## src/rtl/cdb_arbiter.sv

```systemverilog
// cdb_arbiter: arbitrates ALU and LSB results onto the single common data bus.
// Each source has its own DEPTH-entry circular FIFO; one registered broadcast
// per cycle is chosen round-robin.
// Optional feature macro: CDB_BYPASS_EN. When defined, a result arriving at an
// empty FIFO can be granted in the same cycle and go straight to the CDB
// registers. This gives a minimum latency of 1 cycle instead of 2.
module cdb_arbiter #(
    parameter int DEPTH  = 2,
    parameter int RB_W   = 4,
    parameter int DATA_W = 32
) (
    input  logic              clk,
    input  logic              rst,
    input  logic              rdy,
    input  logic              flush,
    input  logic              alu_flag,
    input  logic [RB_W-1:0]   alu_reorder,
    input  logic [DATA_W-1:0] alu_val,
    input  logic [5:0]        alu_opcode,
    input  logic              lsb_flag,
    input  logic [RB_W-1:0]   lsb_reorder,
    input  logic [5:0]        lsb_op,
    input  logic [DATA_W-1:0] lsb_val,
    output logic              alu_full,
    output logic              lsb_full,
    output logic              cdb_flag,
    output logic [RB_W-1:0]   cdb_reorder,
    output logic [DATA_W-1:0] cdb_val,
    output logic [5:0]        cdb_op,
    output logic              cdb_src,
    output logic              ovf_err
);

    localparam int PTR_W = (DEPTH > 1) ? $clog2(DEPTH) : 1;
    localparam int CNT_W = PTR_W + 1;
    localparam int ENT_W = RB_W + DATA_W + 6;
    localparam logic [CNT_W-1:0] DEPTH_CNT = CNT_W'(DEPTH);

    // Index 0 is the ALU source and index 1 is the LSB source; the same
    // numbering is used for cdb_src.
    logic [1:0]       in_flag;
    logic [ENT_W-1:0] in_ent   [2];
    logic [ENT_W-1:0] head_ent [2];
    logic [1:0]       full;
    logic [1:0]       empty;
    logic [1:0]       eligible;
    logic [1:0]       grant;
    logic [1:0]       bypass_take;
    logic [1:0]       push_en;
    logic [1:0]       pop_en;
    logic [1:0]       ovf_hit;
    logic [ENT_W-1:0] sel_ent;
    logic             last_grant_reg;
    logic             advance;

    logic              cdb_flag_reg;
    logic [RB_W-1:0]   cdb_reorder_reg;
    logic [DATA_W-1:0] cdb_val_reg;
    logic [5:0]        cdb_op_reg;
    logic              cdb_src_reg;
    logic              ovf_err_reg;

    assign in_flag   = {lsb_flag, alu_flag};
    assign in_ent[0] = {alu_reorder, alu_val, alu_opcode};
    assign in_ent[1] = {lsb_reorder, lsb_val, lsb_op};

    // FIFO state may change only on a ready, non-flush cycle.
    assign advance = rdy & ~flush;

    generate
        for (genvar gi = 0; gi < 2; gi++) begin : g_fifo
            logic [ENT_W-1:0] mem [DEPTH];
            logic [PTR_W-1:0] rd_ptr_reg;
            logic [PTR_W-1:0] wr_ptr_reg;
            logic [CNT_W-1:0] cnt_reg;

            assign full[gi]     = (cnt_reg == DEPTH_CNT);
            assign empty[gi]    = (cnt_reg == '0);
            assign head_ent[gi] = mem[rd_ptr_reg];
`ifdef CDB_BYPASS_EN
            assign eligible[gi]    = ~empty[gi] | in_flag[gi];
            assign bypass_take[gi] = grant[gi] & empty[gi];
`else
            assign eligible[gi]    = ~empty[gi];
            assign bypass_take[gi] = 1'b0;
`endif
            assign pop_en[gi] = grant[gi] & ~empty[gi];
            // A bypassed result is already on its way to the CDB.
            // Storing it as well would broadcast it twice.
            assign push_en[gi] = in_flag[gi] & ~full[gi] & ~bypass_take[gi];
            // Fullness is taken from the count at the start of the cycle.
            // A pop in the same cycle does not free a slot for the push.
            assign ovf_hit[gi] = in_flag[gi] & full[gi];

            // Pointer and count bookkeeping. Flush empties the FIFO.
            always_ff @(posedge clk) begin
                if (!rst) begin
                    rd_ptr_reg <= '0;
                    wr_ptr_reg <= '0;
                    cnt_reg    <= '0;
                end else if (rdy) begin
                    if (flush) begin
                        rd_ptr_reg <= '0;
                        wr_ptr_reg <= '0;
                        cnt_reg    <= '0;
                    end else begin
                        if (push_en[gi]) begin
                            wr_ptr_reg <= wr_ptr_reg + PTR_W'(1);
                        end
                        if (pop_en[gi]) begin
                            rd_ptr_reg <= rd_ptr_reg + PTR_W'(1);
                        end
                        cnt_reg <= cnt_reg + CNT_W'(push_en[gi]) - CNT_W'(pop_en[gi]);
                    end
                end
            end

            // Entry storage. It has no reset because the count defines which slots are valid.
            always_ff @(posedge clk) begin
                if (rst && advance && push_en[gi]) begin
                    mem[wr_ptr_reg] <= in_ent[gi];
                end
            end
        end
    endgenerate

    // Round-robin arbitration. On a tie, the source not granted last time wins.
    always_comb begin
        grant = eligible;
        if (eligible[0] && eligible[1]) begin
            grant = last_grant_reg ? 2'b01 : 2'b10;
        end
    end

    // Pick the winning entry: the FIFO head, or the live inputs when bypassing.
    always_comb begin
        sel_ent = head_ent[0];
        if (grant[1]) begin
            sel_ent = bypass_take[1] ? in_ent[1] : head_ent[1];
        end else begin
            sel_ent = bypass_take[0] ? in_ent[0] : head_ent[0];
        end
    end

    // Registered CDB broadcast, grant history and sticky overflow flag.
    always_ff @(posedge clk) begin
        if (!rst) begin
            cdb_flag_reg    <= 1'b0;
            cdb_reorder_reg <= '0;
            cdb_val_reg     <= '0;
            cdb_op_reg      <= '0;
            cdb_src_reg     <= 1'b0;
            ovf_err_reg     <= 1'b0;
            last_grant_reg  <= 1'b1;
        end else if (rdy) begin
            if (flush) begin
                cdb_flag_reg <= 1'b0;
            end else begin
                cdb_flag_reg <= |grant;
                if (|grant) begin
                    cdb_reorder_reg <= sel_ent[ENT_W-1 -: RB_W];
                    cdb_val_reg     <= sel_ent[6 +: DATA_W];
                    cdb_op_reg      <= sel_ent[5:0];
                    cdb_src_reg     <= grant[1];
                    last_grant_reg  <= grant[1];
                end
                if (|ovf_hit) begin
                    ovf_err_reg <= 1'b1;
                end
            end
        end
    end

    assign alu_full    = full[0];
    assign lsb_full    = full[1];
    assign cdb_flag    = cdb_flag_reg;
    assign cdb_reorder = cdb_reorder_reg;
    assign cdb_val     = cdb_val_reg;
    assign cdb_op      = cdb_op_reg;
    assign cdb_src     = cdb_src_reg;
    assign ovf_err     = ovf_err_reg;

endmodule

```

## config.mk

```make
export PLATFORM = sky130hd
export DESIGN_NAME = cdb_arbiter
export DESIGN_NICKNAME = d
export VERILOG_FILES = /design/src/rtl/cdb_arbiter.sv
export SDC_FILE = /design/constraint.sdc
export NUM_CORES = 1
export LEC_CHECK = 0
export CAP_MARGIN = 10
export CORE_MARGIN = 5
export CORE_UTILIZATION = 53
export CTS_CLUSTER_DIAMETER = 60
export DETAILED_ROUTE_END_ITERATION = 8
export HOLD_SLACK_MARGIN = 0.08
export PLACE_DENSITY_LB_ADDON = 0.1
export SYNTH_ARGS = -nofsm -noshare
export SYNTH_HDL_FRONTEND = slang
export SYNTH_SLANG_ARGS = --single-unit
```

## constraint.sdc

```tcl
create_clock -name clk -period 6.47 [get_ports clk]
set_clock_uncertainty 0.05 [all_clocks]
set_input_delay 1.294 -clock clk [delete_from_list [all_inputs] [get_ports clk]]
set_output_delay 1.294 -clock clk [all_outputs]
set_load 0.01 [all_outputs]
```

Word-level counts from Yosys, hierarchy flattened
Memories as Yosys holds them, arrays and structs flattened. A register that Yosys moved wholly into a read port is not among the register bits.
Cells that the tools add are included.
{"block": "word_totals", "ramBits": 168, "elab_cells": 77, "input_bits": 90, "out_inout_bits": 47, "memories": 2, "reg_bits": 54}
{"name": "g_fifo[0].mem", "depth": 2, "word_bits": 42, "rd": 1, "rd_clocked_by_memory_dff": 1, "write_ports": 1, "line": "72", "source": "logic [ENT_W-1:0] mem [DEPTH];"}
{"name": "g_fifo[1].mem", "depth": 2, "word_bits": 42, "rd": 1, "rd_clocked_by_memory_dff": 1, "write_ports": 1, "line": "72"}
{"block": "op_classes", "n_eq_ne": 2, "add_sub_neg": 8, "n_reduce_logical": 18, "bitwise": 12, "n_mux": 22}
{"cell": "two-way mux 42 bit", "count": 1}
{"cell": "two-way mux 1 bit", "count": 17}
{"cell": "two-way mux 2 bit", "count": 4}
{"cell": "AND reduction 2 bit", "count": 4}
{"cell": "nonzero test 2 bit", "count": 4}
{"cell": "bitwise AND 1 bit", "count": 7}
{"cell": "AND reduction 3 bit", "count": 2}
{"cell": "inverter 1 bit", "count": 5}
{"cell": "adder 1 bit, second input constant", "count": 4}
{"cell": "adder 2 x 1 -> 2 bit", "count": 2}
{"cell": "equality test 2 bit, second input constant", "count": 2}
{"cell": "logical AND 1 bit", "count": 4}
{"cell": "logical NOT 2 bit", "count": 2}
{"cell": "OR reduction 2 bit", "count": 2}
{"cell": "subtractor 2 x 1 -> 2 bit", "count": 2}

Longest topological paths before layout
Gate-level depths: netlist (run 1).
{"block": "depth", "word_depth": 9, "ltp_mapped": 11, "depth_no_buf": 9}

Worst setup path before layout (run 1)
No wires, ideal clock.
{"block": "synth_timing", "path_type": "input-to-reg", "startpoint": "input port rst", "endpoint": "memory g_fifo[1].mem[0][0] (netlist name) (enable)", "arrival_ps": 4739, "cell_stages": 4, "path_slack_ps": 1187, "setup_ps": 493, "required_time_ps": 5927, "path_buffers": 2, "path_cell_list": "buf_2 clkbuf_1 nand2_1 nor3_1"}
{"block": "synth_between", "elab_chain_len": 4}
{"item": "from (decl)", "line": "13", "source": "input logic rst,"}
{"item": "logical AND 1 bit (2 in series)", "line": "120", "source": "if (rst && advance && push_en[gi]) begin"}
{"item": "two-way mux 1 bit", "line": "120"}
{"item": "two-way mux 1 bit (not written as such)", "line": "121", "source": "mem[wr_ptr_reg] <= in_ent[gi];"}
{"item": "to (decl)", "line": "72"}
Every way passes these cells.

Worst setup path after layout (run 1)
{"block": "layout_timing", "startpoint": "input port rdy", "endpoint": "memory g_fifo[0].mem[1][30] (netlist name) (enable)"}
{"block": "layout_between", "elab_chain_len": 5}
{"item": "from (decl)", "line": "14", "source": "input logic rdy,"}
{"item": "bitwise AND 1 bit", "line": "68", "source": "assign advance = rdy & ~flush;"}
{"item": "logical AND 1 bit (2 in series)", "line": "120"}
{"item": "two-way mux 1 bit", "line": "120"}
{"item": "two-way mux 1 bit (not written as such)", "line": "121"}
{"item": "to (decl)", "line": "72"}
Every way passes these cells.

==> results.sh, run 1 <==
export IMPL_max_slew_worst_pin_slew_ns=0.826
export IMPL_antenna_found_initial=0
export IMPL_final_common_cell="edfxtp_1"
export IMPL_grt_ovfl_total=0
export IMPL_cts_buffers=23
export IMPL_dp_hpwl_um=11200
export IMPL_clockRootBuffer="clkbuf_16"
export IMPL_num_fill_cells=1117
export IMPL_power_share_sequential=0.515
export IMPL_final_cell_count_no_fill=913
export IMPL_grt_busiest_layer="met2"
export IMPL_synth_cell_area_sq_um=8670
export IMPL_slowest_delay_ns=0.58
export IMPL_r2r_slack_ns=4.33
export IMPL_synth_top_area_frac=0.582
export IMPL_wl_per_cell_um=20.1
export IMPL_viasPerCell=5.40
export IMPL_p_sw_w=0.000628
export IMPL_syn2layout_area_growth_pct=26.2
export IMPL_min_from="cdb_val[1]"
export IMPL_power_frac_comb=0.076
export IMPL_crit_slowest_cell="clkdlybuf4s50_1"
export IMPL_synth_seq_cells=224
export IMPL_required_ns=6.56
export IMPL_r2r_end="g_fifo[0].mem[1][30]"
export IMPL_multiInputGateArea_sq_um=2300
export IMPL_grt_pass1_vias=5249
export IMPL_hp_class="flip-flop to flip-flop"
export IMPL_synth_seq_area_share=0.712
export IMPL_crit_arrival_ns=3.56
export IMPL_io_pins=137
export IMPL_tns_ns=0
export IMPL_cts_tree="yes"
export IMPL_start_kind="primary input"
export IMPL_post_route_drc_count=0
export IMPL_cts_sinks=224
export IMPL_ys_types=34
export IMPL_cts_reportedPaths_clkPinSlew_ns=0.06
export IMPL_yosys_warnings=0
export IMPL_grt_use_met1=0.245
export IMPL_syn_avg_cell_area_sq_um=16.0
export IMPL_numPortBuffers=136
export IMPL_vdd_ir_drop_max_mv=0.266
export IMPL_reg2reg_from="g_fifo[0].cnt_reg[0]"
export IMPL_fp_row_count=46
export IMPL_clock_fmax_mhz=288
export IMPL_finalCritPeriodShare=0.537
export IMPL_syn_num_nets=634
export IMPL_crit_path_cell_trace="clkdlybuf4s50_1 > inv_1 > nor2_1 > nand3_1 > nor2_4 > buf_4"
export IMPL_clkPwrFrac=0.409
export IMPL_path_class="primary input to flip-flop"
export IMPL_grt_pass1_wl_um=28200
export IMPL_leakagePower_nw=3.54
export IMPL_synthTopCellsByArea="edfxtp_1 58%, dfxtp_1 13%, mux2i_1 9.7%"
export IMPL_area_sequential_sq_um=6170
export IMPL_grtUsageMet2=0.345
export IMPL_syn_inst=540
export IMPL_cts_setup_buffers=0
export IMPL_core_sq_um=15900
export IMPL_status="completed"
export IMPL_cts_hold_buf=0
export IMPL_intPower_w=0.00245
export IMPL_chipWidth_um=138
export IMPL_grt_use_met3=0.0341
export IMPL_ant_nets=0
export IMPL_grt_max_degree=63
export IMPL_hold_viol=0
export IMPL_period_minus_slack_ns=3.48
export IMPL_layout_drive_gt1_share=0.164
export IMPL_cp_max_fo=25
export IMPL_finalSetupViolations=0
export IMPL_synth_edf_count=168
export IMPL_cap_violations=0
export IMPL_holdPathStages=2
export IMPL_drt_total_wl_um=18300
export IMPL_ff2ff_path_depth=4
export IMPL_worstSkewPairLatency_ns=0.48
export IMPL_initial_core_util=0.544
export IMPL_cts_resized=0
export IMPL_dp_cells=872
export IMPL_min_to="cdb_val[1]"
export IMPL_yosysTopAreaCell="edfxtp_1"
export IMPL_synth_ff_type="edfxtp_1"
export IMPL_async_flop_share=0
export IMPL_endpoint_kind="flip-flop"
export IMPL_slew_headroom=0.450
export IMPL_mostFrequentLayoutCells="168 x edfxtp_1, 135 x clkdlybuf4s50_1, 84 x mux2i_1"
export IMPL_first_pass_iters=4
export IMPL_largest_reg_flops=168
export IMPL_gp_congestion=0.783
export IMPL_num_vias=4928
export IMPL_final_nets=775
export IMPL_grt_usage=0.194
export IMPL_switching_share=0.204
export IMPL_die_area_sq_um=19000
export IMPL_rsz0062_at_grt="false"
export IMPL_p_per_area_nw_per_um2=281
export IMPL_maxSlewViolCount=0
export IMPL_htree_levels=1
export IMPL_die_h_um=138
export IMPL_diodes=0
export IMPL_drt_iter0_drc=236
export IMPL_clockBufferDepth=3
-- cell usage after synthesis (2+ instances only) --
library cell,n
dfxtp_1,56
clkbuf_1,6
o21a_1,2
a21oi_1,3
nand2b_1,5
buf_2,16
nor3_1,2
nor2b_1,3
edfxtp_1,168
nand3_1,3
o21ai_0,5
mux2i_1,84
mux2_2,42
xor2_1,2
o22ai_1,28
o22ai_2,14
or3_1,2
nor3b_1,2
ha_1,4
buf_4,2
nand2_1,50
a32o_1,4
nor2_1,7
a22oi_1,3
buf_6,6
a21boi_0,5
inv_1,9
-- power by group through the flow --
stage	clock (W)	combinational [W]	sequential, W
floorplan	0	0.000120	0.00162
global placement	0	0.000231	0.00161
detailed placement	0	0.000236	0.00161
CTS	0.00128	0.000237	0.00158
global route	0.00134	0.000252	0.00159
finish	0.00126	0.000235	0.00158
-- through the flow --
step                utilization  power [W]  setup WS (ns)  cell area (sq um)  hold WS, ns
floorplan                     -    0.00174           1.19               8670        0.426
global placement          0.640    0.00185           2.59              10200        0.406
detailed placement        0.640    0.00185           2.48              10200        0.407
CTS                       0.686    0.00310           2.98              10900        0.421
global route              0.686    0.00318           2.80              10900        0.436
finish                    0.686    0.00308           2.99              10900        0.422
-- metal layers --
layer  vias up  share of wire  wire (um)
met5         -              0          0
met4         0          0.022        398
met2       157           0.51       9360
li1       2337              -          -
met1      2409           0.41       7490
met3        25          0.060       1100
-- worst max path at each step --
stage	start	to	slack (ns)	depth (start not counted)
after floorplan	rst	g_fifo[1].mem[0][0]	1.19	4
after global placement	rdy	g_fifo[0].mem[1][28]	2.59	6
after detailed placement	rdy	g_fifo[0].mem[1][37]	2.48	6
after CTS	rdy	g_fifo[0].mem[1][30]	2.98	6
after global routing	rdy	g_fifo[0].mem[1][30]	2.80	6
final	rdy	g_fifo[0].mem[1][30]	2.99	6
-- worst max-delay path, delay by kind of cell --
| kind | cells | cell delay [ns] |
|---|---|---|
| buffers and inverters | 3 | 1.21 |
| AND/OR/NAND/NOR | 3 | 1.04 |
-- cell type report --
| class | count | area share |
|---|---|---|
| clock buffer | 29 | 0.0565 |
| clock inverter | 12 | 0.0101 |
| inverter | 9 | 0.00309 |
| multi-input combinational | 276 | 0.210 |
| sequential | 224 | 0.564 |
| tap | 216 | 0.0247 |
| timing repair buffer | 147 | 0.132 |
-- logic make-up (layout without fill, tap and decap cells) --
group	after synthesis	in the layout	synth area share
AO/OA/AOI/OAI	67	67	0.0622
XOR/XNOR	2	2	0.00202
adder cells (fa/ha/maj)	4	4	0.00578
buffers and inverters	40	197	0.0270
flip-flops	224	224	0.712
multiplexers	126	126	0.152
AND/OR/NAND/NOR	77	77	0.0398
(Power assumes the default switching activity.)
==> run 2: changes to the inputs <==
- CORE_UTILIZATION: 53 -> 48
- clock period: 6.47 -> 2.9 ns (I/O delays scaled with it)
==> run 2 against run 1 <==
  * Non-clock buffer count up 7
  * Critical path depth down 3
  * Largest cell class unchanged
  * Power up 120%
  * Setup slack worse by 2.4 ns
==> results.sh, run 2 (synthesis gave the netlist of run 1 again) <==
export IMPL_cts_reportedPaths_clkPinSlew_ns=0.06
export IMPL_multiInputGateArea_sq_um=2310
export IMPL_drt_total_wl_um=18300
export IMPL_cts_sinks=224
export IMPL_worstSkewPairLatency_ns=0.50
export IMPL_largest_reg_flops=168
export IMPL_core_sq_um=17800
export IMPL_final_cell_count_no_fill=933
export IMPL_layout_drive_gt1_share=0.169
export IMPL_leakagePower_nw=3.59
export IMPL_ant_nets=0
export IMPL_start_kind="flip-flop"
export IMPL_slew_headroom=0.443
export IMPL_hp_class="primary input to flip-flop"
export IMPL_endpoint_kind="output pin"
export IMPL_path_class="flip-flop to output pin"
export IMPL_viasPerCell=5.29
export IMPL_antenna_found_initial=0
export IMPL_fp_row_count=49
export IMPL_grt_ovfl_total=0
export IMPL_grt_pass1_wl_um=28600
export IMPL_critPathBufInv=2
export IMPL_cts_resized=0
export IMPL_cap_violations=0
export IMPL_grt_max_degree=43
export IMPL_initial_core_util=0.486
export IMPL_syn2layout_area_growth_pct=27.8
export IMPL_dp_hpwl_um=12000
export IMPL_max_slew_worst_pin_slew_ns=0.836
export IMPL_vdd_ir_drop_max_mv=0.444
export IMPL_final_nets=782
export IMPL_hold_viol=0
export IMPL_htree_levels=1
export IMPL_area_sequential_sq_um=6170
export IMPL_grt_pass1_vias=5260
export IMPL_post_route_drc_count=0
export IMPL_wl_per_cell_um=19.7
export IMPL_status="completed"
export IMPL_drt_iter0_drc=195
export IMPL_cts_hold_buf=0
export IMPL_crit_slowest_cell="clkdlybuf4s50_1"
export IMPL_dp_cells=892
export IMPL_cp_max_fo=4
export IMPL_chipWidth_um=144
export IMPL_tns_ns=0
export IMPL_maxSlewViolCount=0
export IMPL_reg2reg_from="g_fifo[0].cnt_reg[1]"
export IMPL_num_fill_cells=1299
export IMPL_min_from="rst"
export IMPL_clock_fmax_mhz=428
export IMPL_cts_setup_buffers=0
export IMPL_die_h_um=144
export IMPL_p_per_area_nw_per_um2=624
export IMPL_cp_top_family="buffers and inverters"
export IMPL_final_util=0.621
export IMPL_period_minus_slack_ns=2.34
export IMPL_num_vias=4938
export IMPL_required_ns=2.27
export IMPL_slowest_delay_ns=0.54
export IMPL_clockBufferDepth=3
export IMPL_clockRootBuffer="clkbuf_16"
export IMPL_rsz0062_at_grt="false"
export IMPL_critical_path_startpoint="g_fifo[1].cnt_reg[0]"
export IMPL_crit_arrival_ns=1.71
export IMPL_grt_usage=0.179
export IMPL_mostFrequentLayoutCells="168 x edfxtp_1, 135 x clkdlybuf4s50_1, 84 x mux2i_1"
export IMPL_final_common_cell="edfxtp_1"
export IMPL_crit_path_cell_trace="nand2b_1 > inv_1 > clkdlybuf4s50_1"
export IMPL_die_area_sq_um=20800
export IMPL_finalCritPeriodShare=0.806
export IMPL_cts_tree="yes"
export IMPL_cts_buffers=23
export IMPL_io_pins=137
export IMPL_diodes=0
export IMPL_first_pass_iters=4
export IMPL_gp_congestion=0.760
export IMPL_finalSetupViolations=0
export IMPL_numPortBuffers=136
run 2: changes by cell type in the layout (fill, tap and decap cells not counted), sizes merged:
cell | before | now
clkinv | 9 | 7
clkbuf | 29 | 32
clkinvlp | 1 | 0
buf | 12 | 19
run 2: final timing paths:
check,end,cells past startpoint,slack (ns)
max,lsb_full,3,0.56
min,ovf_err,2,0.36
max reg2reg,g_fifo[0].cnt_reg[1],9,0.93
min reg2reg,cdb_val[20],2,0.42
run 2: cell type report:
class | instances | share of cell area
Sequential cell | 224 | 0.557
Multi-Input combinational cell | 276 | 0.209
Timing Repair Buffer | 154 | 0.140
Clock buffer | 32 | 0.0568
Tap cell | 229 | 0.0259
Clock inverter | 9 | 0.00847
Inverter | 9 | 0.00305
run 2: power breakdown:
part	total [W]	leakage [nW]	switching [W]	internal [W]
combinational	0.000531	1.26	0.000245	0.000287
sequential	0.00354	1.97	0.0000346	0.00350
clock	0.00284	0.359	0.00115	0.00169
total	0.00691	3.59	0.00143	0.00548
run 2: worst reg2reg max path, cell delays in order, from the launching register on:
cell	delay, ns
dfxtp_1	0.34
or2_1	0.29
o21a_1	0.18
ha_1	0.29
inv_1	0.04
ha_1	0.19
xor2_1	0.15
o21ai_0	0.15
nand2_1	0.07
a21boi_0	0.16
run 2: per-layer routing:
layer / GRT usage / routed length (um) / share of wire / vias up
li1: - / - / - / 2337
met5: 0 / 0 / 0 / -
met1: 0.236 / 7630 / 0.42 / 2410
met2: 0.298 / 9040 / 0.49 / 152
met4: 0.0599 / 519 / 0.028 / 0
met3: 0.0351 / 1160 / 0.063 / 39
run 2: stage by stage:
stage / area (sq um) / total power, W / hold slack (ns) / worst slack, ns
after floorplan: 8690 / 0.00388 / 0.426 / -0.400
after global placement: 10400 / 0.00413 / 0.405 / 0.249
after detailed placement: 10400 / 0.00414 / 0.406 / 0.220
after CTS: 11100 / 0.00699 / 0.332 / 0.539
after global routing: 11100 / 0.00718 / 0.337 / 0.463
final: 11100 / 0.00691 / 0.358 / 0.562
